## src/rtl/fetch_unit.sv

```systemverilog
// Instruction fetch front end: owns the PC, issues in-order imem requests and
// buffers returned words for decode. Optional misalign trap: FETCH_MISALIGN_TRAP_EN.
module fetch_unit #(
    parameter int unsigned    XLEN       = 32,
    parameter logic [XLEN-1:0] RESET_PC  = '0,
    parameter int unsigned    FIFO_DEPTH = 2
) (
    input  logic            clk,
    input  logic            rst_n,
    output logic            imem_req,
    output logic [XLEN-1:0] imem_addr,
    input  logic            imem_rvalid,
    input  logic [31:0]     imem_rdata,
    output logic            instr_valid,
    input  logic            instr_ready,
    output logic [31:0]     instr,
    output logic [XLEN-1:0] pc_out,
    output logic [XLEN-1:0] pc_plus4,
    output logic [6:0]      op,
    output logic [2:0]      funct3,
    output logic            funct7,
`ifdef FETCH_MISALIGN_TRAP_EN
    output logic            fetch_fault,
`endif
    input  logic            PCSrc,
    input  logic [XLEN-1:0] PCTarget
);

    localparam int unsigned PW = $clog2(FIFO_DEPTH);
    localparam int unsigned CW = PW + 1;

    typedef struct packed {
        logic [XLEN-1:0] pc;
        logic [31:0]     word;
    } entry_t;

    entry_t          buf_q [FIFO_DEPTH];
    entry_t          head;
    logic [XLEN-1:0] fetch_pc_q, fetch_pc_d;
    logic [XLEN-1:0] resp_pc_q, resp_pc_d;
    logic [PW-1:0]   rd_ptr_q, rd_ptr_d;
    logic [PW-1:0]   wr_ptr_q, wr_ptr_d;
    logic [CW-1:0]   count_q, count_d;
    logic [CW-1:0]   outst_q, outst_d;
    logic [CW-1:0]   discard_q, discard_d;
    logic            active_q;
    logic            fault_q, fault_d;
    logic            misalign;
    logic            blocked;
    logic [XLEN-1:0] target;
    logic            rsp;
    logic            push;
    logic            pop;

    // Redirect target handling: trap on misalignment or silently align
    always_comb begin
        target   = PCTarget;
        misalign = 1'b0;
        blocked  = 1'b0;
`ifdef FETCH_MISALIGN_TRAP_EN
        misalign = (PCTarget[1:0] != 2'b00);
        blocked  = fault_q;
`else
        target[1:0] = 2'b00;
`endif
    end

    assign imem_req = active_q && !PCSrc && !blocked
                      && ((count_q + outst_q) < CW'(FIFO_DEPTH));
    assign imem_addr   = fetch_pc_q;
    assign rsp         = imem_rvalid && (outst_q != '0);
    assign instr_valid = (count_q != '0);
    assign pop         = instr_valid && instr_ready;

    always_comb begin
        fetch_pc_d = fetch_pc_q;
        resp_pc_d  = resp_pc_q;
        rd_ptr_d   = rd_ptr_q;
        wr_ptr_d   = wr_ptr_q;
        count_d    = count_q;
        discard_d  = discard_q;
        fault_d    = fault_q;
        push       = 1'b0;
        outst_d    = outst_q + CW'(imem_req) - CW'(rsp);
        if (PCSrc) begin
            // Everything in flight now belongs to the abandoned stream
            fetch_pc_d = target;
            resp_pc_d  = target;
            rd_ptr_d   = '0;
            wr_ptr_d   = '0;
            count_d    = '0;
            discard_d  = outst_q - CW'(rsp);
            fault_d    = misalign;
        end else begin
            if (imem_req) begin
                fetch_pc_d = fetch_pc_q + XLEN'(4);
            end
            if (rsp) begin
                if (discard_q != '0) begin
                    discard_d = discard_q - CW'(1);
                end else begin
                    push      = 1'b1;
                    wr_ptr_d  = wr_ptr_q + PW'(1);
                    resp_pc_d = resp_pc_q + XLEN'(4);
                end
            end
            if (pop) begin
                rd_ptr_d = rd_ptr_q + PW'(1);
            end
            count_d = count_q + CW'(push) - CW'(pop);
        end
    end

    always_ff @(posedge clk or negedge rst_n) begin
        if (!rst_n) begin
            fetch_pc_q <= RESET_PC;
            resp_pc_q  <= RESET_PC;
            rd_ptr_q   <= '0;
            wr_ptr_q   <= '0;
            count_q    <= '0;
            outst_q    <= '0;
            discard_q  <= '0;
            active_q   <= 1'b0;
            fault_q    <= 1'b0;
        end else begin
            fetch_pc_q <= fetch_pc_d;
            resp_pc_q  <= resp_pc_d;
            rd_ptr_q   <= rd_ptr_d;
            wr_ptr_q   <= wr_ptr_d;
            count_q    <= count_d;
            outst_q    <= outst_d;
            discard_q  <= discard_d;
            active_q   <= 1'b1;
            fault_q    <= fault_d;
        end
    end

    // Payload storage needs no reset; reads are masked by instr_valid
    always_ff @(posedge clk) begin
        if (push) begin
            buf_q[wr_ptr_q] <= '{pc: resp_pc_q, word: imem_rdata};
        end
    end

    assign head     = buf_q[rd_ptr_q];
    assign instr    = instr_valid ? head.word : 32'h0;
    assign pc_out   = instr_valid ? head.pc : resp_pc_q;
    assign pc_plus4 = pc_out + XLEN'(4);
    assign op       = instr[6:0];
    assign funct3   = instr[14:12];
    assign funct7   = instr[30];

`ifdef FETCH_MISALIGN_TRAP_EN
    assign fetch_fault = fault_q;
`endif

endmodule

```

## config.mk

```make
export PLATFORM = sky130hd
export DESIGN_NAME = fetch_unit
export DESIGN_NICKNAME = d
export VERILOG_FILES = /design/src/rtl/fetch_unit.sv
export SDC_FILE = /design/constraint.sdc
export NUM_CORES = 1
export LEC_CHECK = 0
export ABC_AREA = 1
export CAP_MARGIN = 20
export CORE_MARGIN = 4
export CORE_UTILIZATION = 57
export CTS_CLUSTER_DIAMETER = 30
export DETAILED_ROUTE_END_ITERATION = 8
export GPL_TIMING_DRIVEN = 1
export PLACE_DENSITY = 0.87
export SLEW_MARGIN = 10
export SYNTH_ARGS = -nofsm -noshare
export SYNTH_HDL_FRONTEND = slang
export SYNTH_SLANG_ARGS = --single-unit
```

## constraint.sdc

```tcl
create_clock -name clk -period 8.9 [get_ports clk]
set_clock_uncertainty 0.1 [all_clocks]
set_input_delay 1.78 -clock clk [delete_from_list [all_inputs] [get_ports clk]]
set_output_delay 1.78 -clock clk [all_outputs]
set_load 0.02 [all_outputs]
```

==> results.md <==
* RSZ-0062 raised after global routing: false
* Peak supply drop at 0.158 mV
* Post-synth cell types at 38
* Cts hold-fix bufs at 0
* Setup_tns at 0 ps
* Worst-skew pair later-pin latency at 450 ps
* Via count at 9778
* Die area at 21200 um^2
* Post-synth ARST share at 35.8%
* Seq cells post-synth at 193
* Slew @ Worst Pin at 902 ps
* Crit path time final at 6600 ps
* Layout cells sized above 1 at 5.79%
* Fill cells at 1397
* Arrival time at the worst endpoint at 4720 ps
* Synth Flop Type: edfxtp_1
* Worst Hold Class: register to register
* Avg Cell Area, Syn at 8.09 um^2
* Setup CP Type: primary input to primary output
* Final GP Congestion at 0.987
* Yosys warning total at 0
* CTS tree: done
* Initial core utilization at 57.9%
* DRT iter0 DRCs at 900
* Relative slew slack at 39.8%
* Core area at 18600 um^2
* Clock transition at path regs at 80 ps
* Chip Width at 146 um
* CP Launch Type: primary input
* TritonCTS Buffers at 17
* Vias per cell at 5.57
* Cell count after synthesis at 1336
* Status: finished clean
* Post-synth EDFFs at 124
* Slew Limit Fails at 0
* Chip height at 146 um
* Crit. End Element: primary output
* Number of global-route vias before repair at 9608
* Gr usage total at 27.8%
* Post-CTS Resized at 0
* Synthesized area at 10800 um^2
* Port Buffer Count at 201
* Nets at 1584
* WL per Instance at 16.9 um
* Antenna-violating nets left at 0
* CTS H-tree depth at 4
* Row count at 50
* Postcts setup bufs at 0
* Max cap viols at 0
* Antenna diodes at 0
* # DRC at 0
* Drt total wl at 29600 um
* CTS Root Cell: clkbuf_16
* Fmax at 152 MHz
* Largest net degree at the start of global routing at 77
* Fin crit share at 74.1%
* Clock net sink count at 193
* Clock Path Buffers at 2
* Util after Layout at 72.2%
* IO Count at 210
* PwrDens at 300 nW/um^2
* Detailed Place HPWL at 21100 um
* Final Hold Viols at 0
* DR pass1 iterations at 6
* Remaining global-route overflow at 0
* Setup violators final at 0
* First-pass GRT wire length at 48000 um
* Crit Path Max Fanout at 40
* Worst EP required at 7020 ps
* Pleak at 0.00566 uW
* Initial antenna violation count at 0
* Area grow syn2layout at 24.6%
* Register area share after synthesis at 50.5%
cells in the final DEF (no fill, tap or decap), types with 17 or more instances in the layout:
cell,synthesis,routed
a21oi_1,49,49
clkbuf_16,0,17
clkdlybuf4s50_1,0,200
dfrtp_1,69,68
edfxtp_1,124,124
inv_1,115,115
nand2_1,514,514
nand2_2,21,21
nand3_1,91,91
nand4_1,24,24
nor2_1,92,90
o21ai_0,39,39
xor2_1,46,46
critical path, stage by stage:
cell	delay, ps
clkdlybuf4s50_1	400
buf_4	260
inv_1	440
nand2_1	130
inv_1	100
nand3_1	500
clkinv_1	150
buf_4	270
clkdlybuf4s50_1	660
Yosys cell counts, types with 6 or more instances:
master / number / area share (%)
a21oi_1: 49 / 2.3
buf_2: 14 / 0.65
buf_4: 22 / 1.5
buf_6: 6 / 0.63
clkbuf_1: 19 / 0.66
dfrtp_1: 69 / 16
edfxtp_1: 124 / 34
ha_1: 8 / 0.93
inv_1: 115 / 4.0
nand2_1: 514 / 18
nand2_2: 21 / 1.2
nand3_1: 91 / 4.2
nand4_1: 24 / 1.4
nor2_1: 92 / 3.2
nor2_2: 12 / 0.69
nor3_1: 14 / 0.65
o211ai_1: 14 / 0.97
o21ai_0: 39 / 1.8
o21bai_1: 6 / 0.42
o221ai_1: 6 / 0.49
xor2_1: 46 / 3.7
per-layer routing:
layer / global-route usage, % / routed length, um
met1: 36.8 / 11700
met4: 10.3 / 900
met2: 46.3 / 14200
met5: 0 / 0
met3: 4.83 / 2680
through the flow:
stage / power [uW] / hold WS (ps) / instances / cell area (um^2) / setup WS (ps)
6_report: 4040 / 389 / 1754 / 13500 / 2300
3_5_place_dp: 3240 / 363 / 1722 / 12800 / 2430
3_3_place_gp: 3180 / 344 / 1722 / 12800 / 2450
5_1_grt: 4260 / 395 / 1754 / 13500 / 2120
2_1_floorplan: 2450 / 337 / 1341 / 10800 / 3230
4_1_cts: 4040 / 382 / 1754 / 13500 / 2340
final cells by class:
class / instances / area [um^2] / area share (%)
well taps: 234 / 293 / 2.18
clock inverters: 15 / 219 / 1.63
repair buffers: 208 / 2060 / 15.3
multi-input cells: 966 / 4560 / 33.8
inverters: 121 / 457 / 3.39
clock buffers: 17 / 425 / 3.16
flip-flops and latches: 193 / 5450 / 40.5
cell families after synthesis:
kind of cell    share of synthesized area [%]
flops                                    50.5
other cells                            0.0695
compound gates                           6.15
buf+inv                                  7.69
fa+ha+maj                               0.927
xor+xnor                                 4.13
simple gates                             30.6
power by group:
group | internal, uW | switching, uW | leakage (uW)
clock network | 393 | 407 | 0.000308
registers | 1090 | 139 | 0.00196
logic | 758 | 1250 | 0.00340
flip-flops by register name, summed over array words and instances, names as in the netlist:
register	count
buf_q	124
imem_addr	30
resp_pc_q	30
count_q	2
discard_q	2
outst_q	2
active_q	1
rd_ptr_q	1
wr_ptr_q	1
worst paths after layout:
check,from,endpoint,slack (ps),cells past startpoint
max,PCSrc,imem_req,2300,9
min,resp_pc_q[31],buf_q[1][63],390,0
max reg2reg,discard_q[0],buf_q[1][30],5690,7
min reg2reg,resp_pc_q[31],buf_q[1][63],390,0
max in group asynchronous,rst_n,rd_ptr_q,6610,2
min in group asynchronous,rst_n,imem_addr[5],1420,2
Power figures use the tool's default switching activity.
